==> src/rtl/vctrl_pkg.sv <==
// Shared definitions for the vector control pipeline: default control-word
// bit positions, sequencer state encoding and the beat-index width helper.
package vctrl_pkg;

  localparam int MEMTOREG    = 7;
  localparam int MEMWRITE    = 6;
  localparam int ALUSRC      = 5;
  localparam int REGDST      = 4;
  localparam int REGWRITE    = 3;
  localparam int ALUCTRL_LSB = 0;

  typedef enum logic {
    IDLE  = 1'b0,
    ISSUE = 1'b1
  } seq_state_e;

  // A single-beat configuration still gets a one-bit beat field.
  function automatic int beat_width(input int vlen, input int lanes);
    int beats;
    beats = vlen / lanes;
    return (beats <= 2) ? 1 : $clog2(beats);
  endfunction

endpackage

==> src/rtl/vctrl_pipe_stage.sv <==
// One pipeline register holding a packed {valid, last, beat, ctrl} micro-op.
// Clear loads a bubble (all zero); enable loads d_i.
module pipe_stage #(
  parameter int W = 8
) (
  input  logic         clk,
  input  logic         reset,
  input  logic         clr,
  input  logic         en,
  input  logic [W-1:0] d_i,
  output logic [W-1:0] q_o
);

  logic [W-1:0] q_q, q_d;

  always_comb begin
    q_d = q_q;
    if (clr) begin
      q_d = '0;
    end else if (en) begin
      q_d = d_i;
    end
  end

  always_ff @(posedge clk) begin
    if (reset) begin
      q_q <= '0;
    end else begin
      q_q <= q_d;
    end
  end

  assign q_o = q_q;

endmodule

==> src/rtl/vctrl_pipe.sv <==
// Control-word pipeline behind Decode with a beat sequencer that splits vector
// instructions into VLEN/LANES micro-ops and holds Decode until the last beat.
module vctrl_pipe
  import vctrl_pkg::*;
#(
  parameter int CW      = 8,
  parameter int NSTAGES = 3,
  parameter int VLEN    = 8,
  parameter int LANES   = 4,
  localparam int BW     = beat_width(VLEN, LANES)
) (
  input  logic                  clk,
  input  logic                  reset,
  input  logic [CW-1:0]         ctrlD,
  input  logic                  validD,
  input  logic                  vectorD,
  input  logic                  stall_i,
  input  logic                  kill_i,
  output logic                  busyD,
  output logic [NSTAGES*CW-1:0] ctrl_o,
  output logic [NSTAGES-1:0]    valid_o,
  output logic [NSTAGES*BW-1:0] beat_o,
  output logic [NSTAGES-1:0]    last_o
);

  localparam int BEATS = VLEN / LANES;
  localparam int SW    = CW + BW + 2;
  localparam logic [BW-1:0] LAST_BEAT = BW'(BEATS - 1);

  seq_state_e    state_q, state_d;
  logic [BW-1:0] cnt_q, cnt_d;
  logic          issue, multi, issue_last;
  logic [BW-1:0] issue_beat;
  logic [SW-1:0] stage_q [NSTAGES];

  always_comb begin
    issue      = validD & ~stall_i & ~kill_i;
    multi      = vectorD && (BEATS > 1);
    issue_beat = (state_q == ISSUE) ? cnt_q : '0;
    issue_last = (state_q == ISSUE) ? (cnt_q == LAST_BEAT) : ~multi;
    busyD      = stall_i | (issue & multi & (issue_beat != LAST_BEAT));

    state_d = state_q;
    cnt_d   = cnt_q;
    // Kill aborts the sequence even when a stall is raised in the same cycle.
    if (kill_i) begin
      state_d = IDLE;
      cnt_d   = '0;
    end else if (issue) begin
      if (state_q == IDLE) begin
        if (multi) begin
          state_d = ISSUE;
          cnt_d   = BW'(1);
        end
      end else if (cnt_q == LAST_BEAT) begin
        state_d = IDLE;
        cnt_d   = '0;
      end else begin
        cnt_d = cnt_q + 1'b1;
      end
    end
  end

  always_ff @(posedge clk) begin
    if (reset) begin
      state_q <= IDLE;
      cnt_q   <= '0;
    end else begin
      state_q <= state_d;
      cnt_q   <= cnt_d;
    end
  end

  // Only stage 0 sees bubbles injected; later stages simply shift.
  genvar gi;
  generate
    for (gi = 0; gi < NSTAGES; gi++) begin : g_stage
      if (gi == 0) begin : g_head
        pipe_stage #(.W(SW)) u_stage (
          .clk   (clk),
          .reset (reset),
          .clr   (~issue),
          .en    (1'b1),
          .d_i   ({1'b1, issue_last, issue_beat, ctrlD}),
          .q_o   (stage_q[gi])
        );
      end else begin : g_tail
        pipe_stage #(.W(SW)) u_stage (
          .clk   (clk),
          .reset (reset),
          .clr   (1'b0),
          .en    (1'b1),
          .d_i   (stage_q[gi-1]),
          .q_o   (stage_q[gi])
        );
      end

      assign valid_o[gi]           = stage_q[gi][SW-1];
      assign last_o[gi]            = stage_q[gi][SW-2];
      assign beat_o[gi*BW +: BW]   = stage_q[gi][CW +: BW];
      assign ctrl_o[gi*CW +: CW]   = stage_q[gi][CW-1:0];
    end
  endgenerate

endmodule

==> config.mk <==
export PLATFORM = sky130hd
export DESIGN_NAME = vctrl_pipe
export DESIGN_NICKNAME = d
export VERILOG_FILES = /design/src/rtl/vctrl_pkg.sv /design/src/rtl/vctrl_pipe_stage.sv /design/src/rtl/vctrl_pipe.sv
export SDC_FILE = /design/constraint.sdc
export NUM_CORES = 1
export LEC_CHECK = 0
export ABC_CLOCK_PERIOD_IN_PS = 1300
export BUFFER_PORTS_ARGS = -buffer_cell sky130_fd_sc_hd__buf_2
export CORE_MARGIN = 2
export CORE_UTILIZATION = 50
export CTS_BUF_LIST = sky130_fd_sc_hd__clkbuf_8
export CTS_CLUSTER_SIZE = 8
export DETAILED_ROUTE_END_ITERATION = 12
export PLACE_DENSITY_LB_ADDON = 0.12
export SLEW_MARGIN = 25
export SYNTH_ARGS = -nofsm -noshare
export SYNTH_HDL_FRONTEND = slang
export SYNTH_HIERARCHICAL = 1
export SYNTH_SLANG_ARGS = --single-unit
==> constraint.sdc <==
create_clock -name clk -period 1.3 [get_ports clk]
set_input_delay 0.065 -clock clk [delete_from_list [all_inputs] [get_ports clk]]
set_output_delay 0.065 -clock clk [all_outputs]
set_load 0.01 [all_outputs]
Word level (Yosys, flattened, before mapping)
Cells that the tools add are included.
W data, S select, Z words.

cells by class
  add/subtract/negate cells = 1
  mux-type cells = 9
  bitwise logic cells = 10
  reductions and logical operators = 4

operators by type and width
  cell                   count
  $mux W11               1
  $mux W1                8
  $not A1 Y1             5
  $and A1 B1 Y1          4
  $reduce_or A2 Y1       2
  $reduce_and A2 Y1      1
  $reduce_bool A2 Y1     1
  $add A1 B1 Y1 const B  1
  $or A1 B1 Y1           1

word-level totals
  bits in registers = 35
  input port bits = 14
  output and inout port bits = 34
  logic and storage cells = 30

Logic depth before layout (Yosys ltp)
Gate-level depths: netlist (run 1).

  word-level depth = 6
  depth in mapped cells = 5
  gate-level depth less buffers = 4

Modules after synthesis
Netlist (run 1), hierarchy kept.

by module, submodules not included
  module      instances  cells an instance  area each (sq um)  seq. area each (sq um)
  pipe_stage  3          36                 400.4              220.2
  vctrl_pipe  1          16                 138.9              40.0

Worst setup path before layout (run 1)
No wires, ideal clock.

  path type = register to register
  start = register state_q
  end = register cnt_q
  library setup time = 0.070 ns
  arrival = 0.829 ns
  required time = 1.230 ns
  path slack = 0.401 ns
  cell stages (with the launch flop) = 5
  path buffers = 0
  clock period less this slack = 0.899 ns
  cell sequence = dfxtp_1 nand2_1 inv_1 a211o_2 a21oi_1

between the ends
  word-level cells in the longest chain between the ends = 2
  elaborated cells between the ends (all ways) = 3
  those cells by class = mux: 1; reduce/logical: 2

RTL lines
  element                       line              RTL
  from (decl)                   vctrl_pipe.sv:30  seq_state_e state_q, state_d;
  from (signal assigned)        vctrl_pipe.sv:69  state_q <= state_d;
  $reduce_bool A2 Y1 (no line)  --
  $reduce_and A2 Y1 (no line)   --
  to (signal assigned)          vctrl_pipe.sv:70  cnt_q <= cnt_d;
  to (decl)                     vctrl_pipe.sv:31  logic [BW-1:0] cnt_q, cnt_d;

Parallel ways exist; a longest one is shown, timed or not.
A chain may end at the register's enable or synchronous reset.

Worst setup path after layout (run 1)
  start = register state_q
  end = output port busyD

between the ends
  word-level cells in the longest chain between the ends = 4

RTL lines
  element        line              RTL
  $mux W1        vctrl_pipe.sv:39  issue_beat = (state_q == ISSUE) ? cnt_q : '0;
  $not A1 Y1     vctrl_pipe.sv:41  busyD = stall_i | (issue & multi & (issue_beat != LAST_BEAT));
  $and A1 B1 Y1  vctrl_pipe.sv:41
  $or A1 B1 Y1   vctrl_pipe.sv:41
  to (decl)      vctrl_pipe.sv:19  output logic busyD,

No other way between the ends.

==> results by group, run 1 <==
Outcome
  • Outcome: finished clean

Clock network
  • Number of clock sinks: 35
  • Clk_lat worst skew: ~280 ps
  • Clock Pin Slew Worst Setup and Hold Paths: around 60 ps
  • Clk root buf: clkbuf_8
  • PostCTS Resize Cnt: 0
  • Post-CTS setup buffer count: 0
  • Maximum clock path buffer count: 2
  • Hold buffers post-CTS: 0
  • CTS tree: yes
  • TritonCTS buffer count: 5
  • CTS HTree Levels: 2

Floorplanning
  • Initial core utilization: 0.536
  • I/O Pins: 48
  • Core box area: around 0.0025 mm^2
  • Die width: approximately 56 um
  • Die area: around 0.0031 mm^2
  • Die height: 55.8 um
  • Num rows: 18

Critical path
  • Critical path arrival: 1160 ps
  • Sequence of cells on the critical path: nand2_1 > a31o_2 > buf_2
  • Critical path class: flip-flop to primary output
  • CP Capture Type: primary output
  • WP data required: 1240 ps
  • Slowest Stage Delay on Critical Path: 390 ps
  • CP Launch Type: flip-flop
  • Crit-path max FO: 4
  • Cell count of the worst reg-to-reg path: 4
  • Stages on worst setup path: 3
  • CP delay by family, top: flip-flops
  • Worst Path Buf+Inv: 1
  • Slowest cell on crit path: dfxtp_1

STA
  • Fin Clk Skew: about 4 ps
  • Setup Viol. Count Final: 0
  • Post-route setup TNS: 0 ps
  • Fin crit period: 1230 ps
  • Period utilization: 0.943
  • Final Max Tran Viols: 0
  • Final Hold Fails: 0
  • Fmax: a little over 800 MHz
  • RSZ-0062 raised after global routing: no

Power
  • P_sw: 0.418 mW
  • Combinational group share of total power: 0.060
  • Clk network pwr share: 0.406
  • Leak: 0.850 nW
  • Internal power: roughly 1.6 mW
  • Flop pwr share: 0.534
  • Pwr per Cell Area: ~1200 mW/mm^2
  • Sw Share: 0.206
  • VDD IR max: about 0.00093 V

Placed design
  • Post-DP Area: between 0.0015 and 0.002 mm^2
  • Final Wtd Congestion: roughly 0.75
  • Hpwl dp: ~1.9 mm
  • Port bufs: 47

Final layout
  • Area grow syn2layout: 24.7%
  • Final instance area: 0.00167 mm^2
  • Layout cells sized above 1: 0.322
  • # nets final: 193
  • N_diodes: 0

GRT
  • Global-route wire length before repair: between 4 and 5 mm
  • Initial antenna violation count: 0
  • Overflow after GRT: 0
  • Tot GR Track Use: 0.173
  • Vias in the first global route: between 900 and 1000
  • Largest net degree at the start of global routing: 12

Synth
  • Register area share after synthesis: 0.523
  • Yosys reg bits: 35
  • Post-Synthesis Cells: roughly 120
  • Cell variety after synth: 14
  • Mapped cell area: ~0.0013 mm^2
  • Yosys top cell area share: 0.523
  • Synth Area per Inst: between 10 and 15 um^2
  • Yosys top cell by area: dfxtp_1
  • Synth area leaders: dfxtp_1 52%, mux2i_1 25%, nor2_1 9.5%, buf_6 5.0%, nor3b_4 1.4%
  • Yosys warns: 6

Detailed routing
  • 1st-pass router iterations: 4
  • Residual DRC: 0
  • Vias: 979
  • Antenna violation net count after detailed routing: 0
  • Wire per inst: ~12 um
  • DR iter-0 viols: 6
  • Vias per cell: between 4 and 5
  • Post-detailed-routing wire length: roughly 2.5 mm

Hold path
  • HP Class: input port to flip-flop
  • Hold path cells: 2

Flow run
  • Max cap viols: 0
-- flip-flops by register name (all words and copies together), names as in the netlist --
register                    flops
g_stage.g_head.u_stage/q_o     11
state_q                         1
g_stage.g_tail.u_stage/q_o     22
cnt_q                           1
-- cells in the mapped netlist, drive strengths merged --
library cell	instances
mux2i	34
nor3b	1
nor2	34
conb	2
a31o	1
buf	6
or2	3
dfxtp	35
a21oi	1
nand2	1
o21ai	1
a2111oi	1
inv	3
a211o	1
-- worst paths after layout --
kind / startpoint / end / slack [ps]
worst max-delay path: state_q / busyD / 70
worst min register to register: cnt_q / cnt_q / 470
worst max register to register: state_q / cnt_q / 300
worst min-delay path: reset / state_q / 7
-- worst register-to-register path, delay by kind of cell (launching register included) --
| family | cells | cell delay (ps) |
|---|---|---|
| buffers and inverters | 1 | 60 |
| AO/OA/AOI/OAI | 2 | 430 |
| flip-flops | 1 | 350 |
| AND/OR/NAND/NOR | 1 | 100 |
-- routing by layer --
metal | global-route usage | vias up | wire length, um
met3 | 0.0581 | 5 | 159
met1 | 0.226 | 426 | 1150
met2 | 0.255 | 34 | 1110
li1 | - | 514 | -
met5 | 0 | - | 0
met4 | 0.0836 | 0 | 41
-- per-stage QoR --
stage / hold WS [ps] / total power, mW / cells / utilization / setup WS, ps
floorplan: 134 / 1.20 / 131 / - / 401
global placement: 294 / 1.22 / 202 / 0.629 / 208
detailed placement: 297 / 1.22 / 202 / 0.629 / 136
CTS: 0.734 / 2.04 / 210 / 0.669 / 77.6
global route: 7.52 / 2.10 / 210 / 0.669 / 13.1
finish: 6.83 / 2.03 / 210 / 0.669 / 73.5
-- final cells by class --
cell class,instances,area (um^2)
repair buffers,47,235
multi-input cells,87,587
flip-flops and latches,35,701
clock buffers,7,96.3
clock inverters,1,3.75
fillers,209,828
inverters,3,11.3
well taps,30,37.5
-- cells in the final DEF (no fill, tap or decap) --
cell        n
a211o_2     1
nor3b_4     1
inv_1       4
a2111oi_2   1
nand2_1     1
clkbuf_8    7
buf_2      47
a31o_2      1
or2_1       3
nor2_1     34
conb_1      9
mux2i_1    34
a21oi_1     1
dfxtp_1    35
o21ai_0     1
-- cells by family after synthesis --
family	after synthesis	share of synthesized area
multiplexers	34	0.254
AND/OR/NAND/NOR	39	0.126
AO/OA/AOI/OAI	5	0.0327
buffers and inverters	9	0.0588
flip-flops	35	0.523
other	2	0.00560
-- power by group through the flow --
stage	combinational [mW]	sequential, mW	clock, mW
6_report	0.122	1.08	0.822
2_1_floorplan	0.0978	1.11	0
3_5_place_dp	0.118	1.11	0
5_1_grt	0.134	1.08	0.881
3_3_place_gp	0.116	1.11	0
4_1_cts	0.118	1.08	0.844
(Power assumes the default switching activity.)
==> run 2, diff against run 1 <==
--- a/config.mk
+++ b/config.mk
@@ -7,12 +7,14 @@
 export LEC_CHECK = 0
 export ABC_CLOCK_PERIOD_IN_PS = 1300
 export BUFFER_PORTS_ARGS = -buffer_cell sky130_fd_sc_hd__buf_2
+export CAP_MARGIN = 30
 export CORE_MARGIN = 2
 export CORE_UTILIZATION = 50
 export CTS_BUF_LIST = sky130_fd_sc_hd__clkbuf_8
 export CTS_CLUSTER_SIZE = 8
 export DETAILED_ROUTE_END_ITERATION = 12
 export PLACE_DENSITY_LB_ADDON = 0.12
+export RECOVER_POWER = 100
 export SLEW_MARGIN = 25
 export SYNTH_ARGS = -nofsm -noshare
 export SYNTH_HDL_FRONTEND = slang
==> run 2 against run 1 <==
  * Hold slack improved by 6.5 ps
  * Non-clock buffer count did not move
  * Via count did not move
  * Register-to-register slack got worse by 20 ps
  * Global-route usage did not move
  * Combinational power fell by 6%
  * Clock skew barely moved
  * First-iteration DRC count fell by 33%
  * Clock-buffer cell count did not move
  * Core utilization fell by 2.2 points
  * Critical path depth did not move
  * Highest routed layer unchanged
  * Cell count did not move
==> results by group, run 2 (same netlist as run 1, synthesis figures left out) <==
Detailed routing
  • Post-detailed-routing wire length: 2.47 mm (+0.24%)
  • Antenna violation net count after detailed routing: 0 (unchanged)
  • Vias per cell: 4.66 (unchanged)
  • Wire per inst: 11.8 um (+0.24%)
  • 1st-pass router iterations: 4 (unchanged)
  • DR iter-0 viols: 4 (-2)
  • Residual DRC: 0 (unchanged)
  • Vias: 979 (unchanged)

STA
  • RSZ-0062 raised after global routing: no
  • Worst-margin pin slew: approximately 630 ps
  • Final Max Tran Viols: 0 (unchanged)
  • Final Hold Fails: 0 (unchanged)
  • Period utilization: 0.930 (-0.0133)
  • Fin Clk Skew: 4.33 ps (+0.398 ps)
  • Fin crit period: 1210 ps (-17.3 ps)
  • Setup Viol. Count Final: 0 (unchanged)
  • Post-route setup TNS: 0 ps (unchanged)
  • Slew margin rel.: 0.582
  • Fmax: 827 MHz (+1.4%)

Final layout
  • Most common cell after layout, fill and taps aside: dfxtp_1
  • # nets final: 193 (unchanged)
  • Non-Filler Instances: 210 (unchanged)
  • Commonest cells after routing, fill and taps aside: 35 x dfxtp_1, 34 x mux2i_1, 34 x nor2_1, 34 x clkbuf_1, 12 x buf_2
  • N_diodes: 0 (unchanged)
  • Area grow syn2layout: 20.6%
  • Max reg flops: 22 (unchanged)
  • Layout cells sized above 1: 0.128 (-0.194)

Power
  • Internal power: 1.60 mW (-0.22%)
  • Combinational group share of total power: 0.057 (-0.003)
  • Pwr per Cell Area: 1250 mW/mm^2 (+3.1%)
  • Sw Share: 0.205 (-0.000847)
  • Flop pwr share: 0.536 (+0.002)
  • P_sw: 0.415 mW (-0.73%)
  • Leak: 0.699 nW (-18%)
  • Clk network pwr share: 0.407 (about the same)
  • VDD IR max: 0.000925 V (about the same)

GRT
  • Largest net degree at the start of global routing: 12 (unchanged)
  • Vias in the first global route: 921 (unchanged)
  • Tot GR Track Use: 0.173 (unchanged)
  • Overflow after GRT: 0 (unchanged)
  • Global-route wire length before repair: 4.20 mm (unchanged)
  • Initial antenna violation count: 0 (unchanged)

Critical path
  • Slowest Stage Delay on Critical Path: 390 ps (about the same)
  • WP data required: 1240 ps (about the same)
  • Critical path arrival: 1140 ps (-20 ps)
  • Crit-path max FO: 4 (unchanged)
  • CP Capture Type: primary output
  • R2r setup slk: 280 ps (-20 ps)
  • CP Launch Type: flip-flop
  • Sequence of cells on the critical path: nand2_1 > a31o_2 > clkbuf_2
  • Slowest cell on crit path: dfxtp_1
  • Critical path class: flip-flop to primary output

Floorplanning
  • I/O Pins: 48 (unchanged)
  • Initial core utilization: 0.536 (unchanged)
  • Die height: 55.8 um (unchanged)
  • Core box area: 0.00250 mm^2 (unchanged)
  • Num rows: 18 (unchanged)
  • Die area: 0.00311 mm^2 (unchanged)
  • Die width: 55.8 um (unchanged)

Clock network
  • Hold buffers post-CTS: 0 (unchanged)
  • Post-CTS setup buffer count: 0 (unchanged)
  • Clock Pin Slew Worst Setup and Hold Paths: 60 ps (about the same)
  • CTS HTree Levels: 2 (unchanged)
  • Maximum clock path buffer count: 2 (unchanged)
  • PostCTS Resize Cnt: 0 (unchanged)
  • Clk root buf: clkbuf_8
  • TritonCTS buffer count: 5 (unchanged)
  • CTS tree: yes
  • Number of clock sinks: 35 (unchanged)
  • Clk_lat worst skew: 280 ps (about the same)

Placed design
  • Inst Count DP: 202 (unchanged)
  • Final Wtd Congestion: 0.753 (unchanged)
  • Port bufs: 47 (unchanged)
  • Hpwl dp: 1.88 mm (unchanged)

Hold path
  • HP Class: input port to flip-flop

Outcome
  • Outcome: finished clean

Flow run
  • Max cap viols: 0 (unchanged)
## run 2: cell count changes in the layout (fill, tap and decap cells not counted), sizes merged
cell    previous run  this run
clkbuf             7        42
buf               47        12
## run 2: final cells by class
class	instances	area (um^2)
clock buffer	7	96.3
clock inverter	1	3.75
fill	232	883
inverter	3	11.3
multi-input combinational	87	574
sequential	35	701
tap	30	37.5
timing repair buffer	47	193
## run 2: path summary, 6_finish.rpt
kind                              start  depth (start not counted)  endpoint
worst max-delay path            state_q                          3     busyD
worst min-delay path              reset                          2   state_q
worst max register to register  state_q                          2   state_q
worst min register to register    cnt_q                          2     cnt_q
## run 2: power by group through the flow
stage	Sequential [mW]	Combinational, mW	Clock, mW
finish	1.08	0.115	0.822
global route	1.08	0.127	0.881
CTS	1.08	0.118	0.844
detailed placement	1.11	0.118	0
global placement	1.11	0.116	0
floorplan	1.11	0.0978	0
## run 2: stage by stage
stage          instance area (um^2)  setup slack [ps]   util  total power, mW  hold WS (ps)
2_1_floorplan                  1370               401      -             1.20           134
3_3_place_gp                   1570               208  0.629             1.22           294
3_5_place_dp                   1570               136  0.629             1.22           297
4_1_cts                        1670              77.6  0.669             2.04         0.734
5_1_grt                        1620              22.9  0.647             2.09          17.1
6_report                       1620              90.8  0.647             2.02          13.3
## run 2: critical path: cells and delay by family (launching register included)
| kind | cells | cell delay [ps] |
|---|---|---|
| flip-flops | 1 | 390 |
| AO/OA/AOI/OAI | 1 | 260 |
| buffers and inverters | 1 | 120 |
| AND/OR/NAND/NOR | 1 | 100 |
## run 2: metal layers
layer / global-route usage / vias up / wire, um
met5: 0 / - / 0
met3: 0.0581 / 6 / 175
met4: 0.0836 / 0 / 37
met1: 0.226 / 424 / 1160
li1: - / 514 / -
met2: 0.255 / 35 / 1100
==> run 3, diff against run 2 <==
--- a/config.mk
+++ b/config.mk
@@ -5,7 +5,7 @@
 export SDC_FILE = /design/constraint.sdc
 export NUM_CORES = 1
 export LEC_CHECK = 0
-export ABC_CLOCK_PERIOD_IN_PS = 1300
+export ABC_CLOCK_PERIOD_IN_PS = 1400
 export BUFFER_PORTS_ARGS = -buffer_cell sky130_fd_sc_hd__buf_2
 export CAP_MARGIN = 30
 export CORE_MARGIN = 2
==> constraint.sdc (replaced) <==
create_clock -name clk -period 1.4 [get_ports clk]
set_input_delay 0.07 -clock clk [delete_from_list [all_inputs] [get_ports clk]]
set_output_delay 0.07 -clock clk [all_outputs]
set_load 0.01 [all_outputs]
==> run 3 against run 2 <==
  * Total power is 7.2% lower
  * Global-route usage stayed put
  * Cell count stayed put
  * Highest routed layer unchanged
  * Critical path depth stayed put
  * Core utilization is 0.050 points lower
  * Combinational power is 7% lower
  * Design area hardly changed
  * Sequential share of layout area hardly changed
  * Non-clock buffer count stayed put
  * Sequential power is 7% lower
  * Die area stayed put
  * Routed wire length hardly changed
==> results by group, run 3 (same netlist as run 1, synthesis figures left out) <==
Floorplanning
  • Die area: 0.00311 mm^2 (unchanged)
  • Die height: 55.8 um (unchanged)
  • Core box area: 0.00250 mm^2 (unchanged)
  • Die width: 55.8 um (unchanged)
  • I/O Pins: 48 (unchanged)
  • Initial core utilization: 0.536 (unchanged)
  • Num rows: 18 (unchanged)

GRT
  • Vias in the first global route: 921 (unchanged)
  • Overflow after GRT: 0 (unchanged)
  • Tot GR Track Use: 0.173 (unchanged)
  • Initial antenna violation count: 0 (unchanged)
  • Largest net degree at the start of global routing: 12 (unchanged)
  • Global-route wire length before repair: 4.20 mm (unchanged)

Critical path
  • Sequence of cells on the critical path: nand2_1 > a31o_2 > clkbuf_1
  • Slowest Stage Delay on Critical Path: 390 ps (about the same)
  • Reg2reg end: state_q
  • Worst Path Buf+Inv: 1 (unchanged)
  • CP delay by family, top: flip-flops
  • Cell count of the worst reg-to-reg path: 2 (unchanged)
  • CP Capture Type: primary output
  • Critical path arrival: 1140 ps (about the same)
  • WP data required: 1330 ps (+90 ps)
  • Slowest cell on crit path: dfxtp_1
  • CP Launch Type: flip-flop
  • Crit-path max FO: 4 (unchanged)
  • Stages on worst setup path: 3 (unchanged)
  • FF-to-FF Start: state_q
  • R2r setup slk: 380 ps (+100 ps)
  • Critical path class: flip-flop to primary output

Hold path
  • Min-delay src: reset
  • Hold path cells: 2 (unchanged)
  • HP Class: input port to flip-flop
  • Hold endpoint: state_q

Clock network
  • Post-CTS setup buffer count: 0 (unchanged)
  • Maximum clock path buffer count: 2 (unchanged)
  • Hold buffers post-CTS: 0 (unchanged)
  • Clk root buf: clkbuf_8
  • CTS HTree Levels: 2 (unchanged)
  • Number of clock sinks: 35 (unchanged)
  • PostCTS Resize Cnt: 0 (unchanged)
  • Clock Pin Slew Worst Setup and Hold Paths: 60 ps (about the same)
  • CTS tree: yes
  • Clk_lat worst skew: 280 ps (about the same)
  • TritonCTS buffer count: 5 (unchanged)

Detailed routing
  • Post-detailed-routing wire length: 2.47 mm (about the same)
  • Antenna violation net count after detailed routing: 0 (unchanged)
  • DR iter-0 viols: 4 (unchanged)
  • Vias per cell: 4.66 (unchanged)
  • Residual DRC: 0 (unchanged)
  • 1st-pass router iterations: 4 (unchanged)
  • Wire per inst: 11.8 um (about the same)
  • Vias: 979 (unchanged)

STA
  • Fmax: between 800 and 900 MHz
  • Hold slack: 18.3 ps (+5.00 ps)
  • Post-route setup TNS: 0 ps (unchanged)
  • Final Hold Fails: 0 (unchanged)
  • Fin crit period: about 1200 ps
  • Period utilization: 0.868
  • Worst-margin pin slew: 627 ps (unchanged)
  • Final Max Tran Viols: 0 (unchanged)
  • RSZ-0062 raised after global routing: no
  • Fin Clk Skew: 4.33 ps (unchanged)
  • Setup Viol. Count Final: 0 (unchanged)
  • Slew margin rel.: 0.582 (unchanged)

Placed design
  • Final Wtd Congestion: 0.753 (unchanged)
  • Post-DP Area: 0.00157 mm^2 (unchanged)
  • Inst Count DP: 202 (unchanged)
  • Hpwl dp: 1.88 mm (unchanged)
  • Port bufs: 47 (unchanged)

Power
  • Pwr per Cell Area: 1160 mW/mm^2 (-7.1%)
  • VDD IR max: 0.000859 V (-7.1%)
  • Tot Pwr: 1.87 mW (-7.2%)
  • Leak: 0.696 nW (-0.42%)

Final layout
  • Fillers: 232 (unchanged)
  • Layout cells sized above 1: 0.122 (-0.00556)
  • Commonest cells after routing, fill and taps aside: 35 x dfxtp_1, 35 x clkbuf_1, 34 x mux2i_1, 34 x nor2_1, 12 x buf_2
  • Max reg flops: 22 (unchanged)
  • Final instance area: 0.00162 mm^2 (about the same)
  • Area grow syn2layout: 20.5% (about the same)
  • Non-Filler Instances: 210 (unchanged)
  • N_diodes: 0 (unchanged)
  • # nets final: 193 (unchanged)

Flow run
  • Max cap viols: 0 (unchanged)

Outcome
  • Outcome: finished clean
## run 3: worst max-delay path by stage
stage          slack (ps)  startpoint                               end
6_report              190     state_q                             busyD
5_1_grt               120     state_q                             busyD
3_5_place_dp          230      kill_i  g_stage[0].g_head.u_stage/q_o[6]
2_1_floorplan         500      kill_i  g_stage[0].g_head.u_stage/q_o[9]
4_1_cts               170     state_q                             busyD
3_3_place_gp          300      kill_i  g_stage[0].g_head.u_stage/q_o[4]
## run 3: worst reg2reg max path: stages, from the launching register on
cell and delay (ps):
dfxtp_1 390, mux2i_1 120, a2111oi_0 390
## run 3: power by group
group          leakage (nW)  switching [mW]  internal (mW)  total (mW)
combinational         0.358          0.0585         0.0481       0.107
sequential            0.282         0.00422           1.00        1.00
clock                0.0557           0.322          0.441       0.763
total                 0.696           0.385           1.49        1.87
## run 3: through the flow
step           setup slack [ps]   util
5_1_grt                     115  0.646
3_5_place_dp                231  0.629
6_report                    185  0.646
2_1_floorplan               497      -
4_1_cts                     173  0.669
3_3_place_gp                303  0.629
## run 3: cell type report
type                    count  area (um^2)  share of cell area
multi-input cells          87          574               0.356
repair buffers             47          191               0.119
clock buffers               7         96.3              0.0596
flip-flops and latches     35          701               0.434
well taps                  30         37.5              0.0232
clock inverters             1         3.75             0.00232
inverters                   3         11.3             0.00697
## run 3: per-layer routing
layer  vias to the layer above  part of all wire  global-route usage
met1                       424              0.47               0.226
met2                        35              0.44               0.255
li1                        514                 -                   -
met5                         -                 0                   0
met4                         0             0.015              0.0836
met3                         6             0.071              0.0581
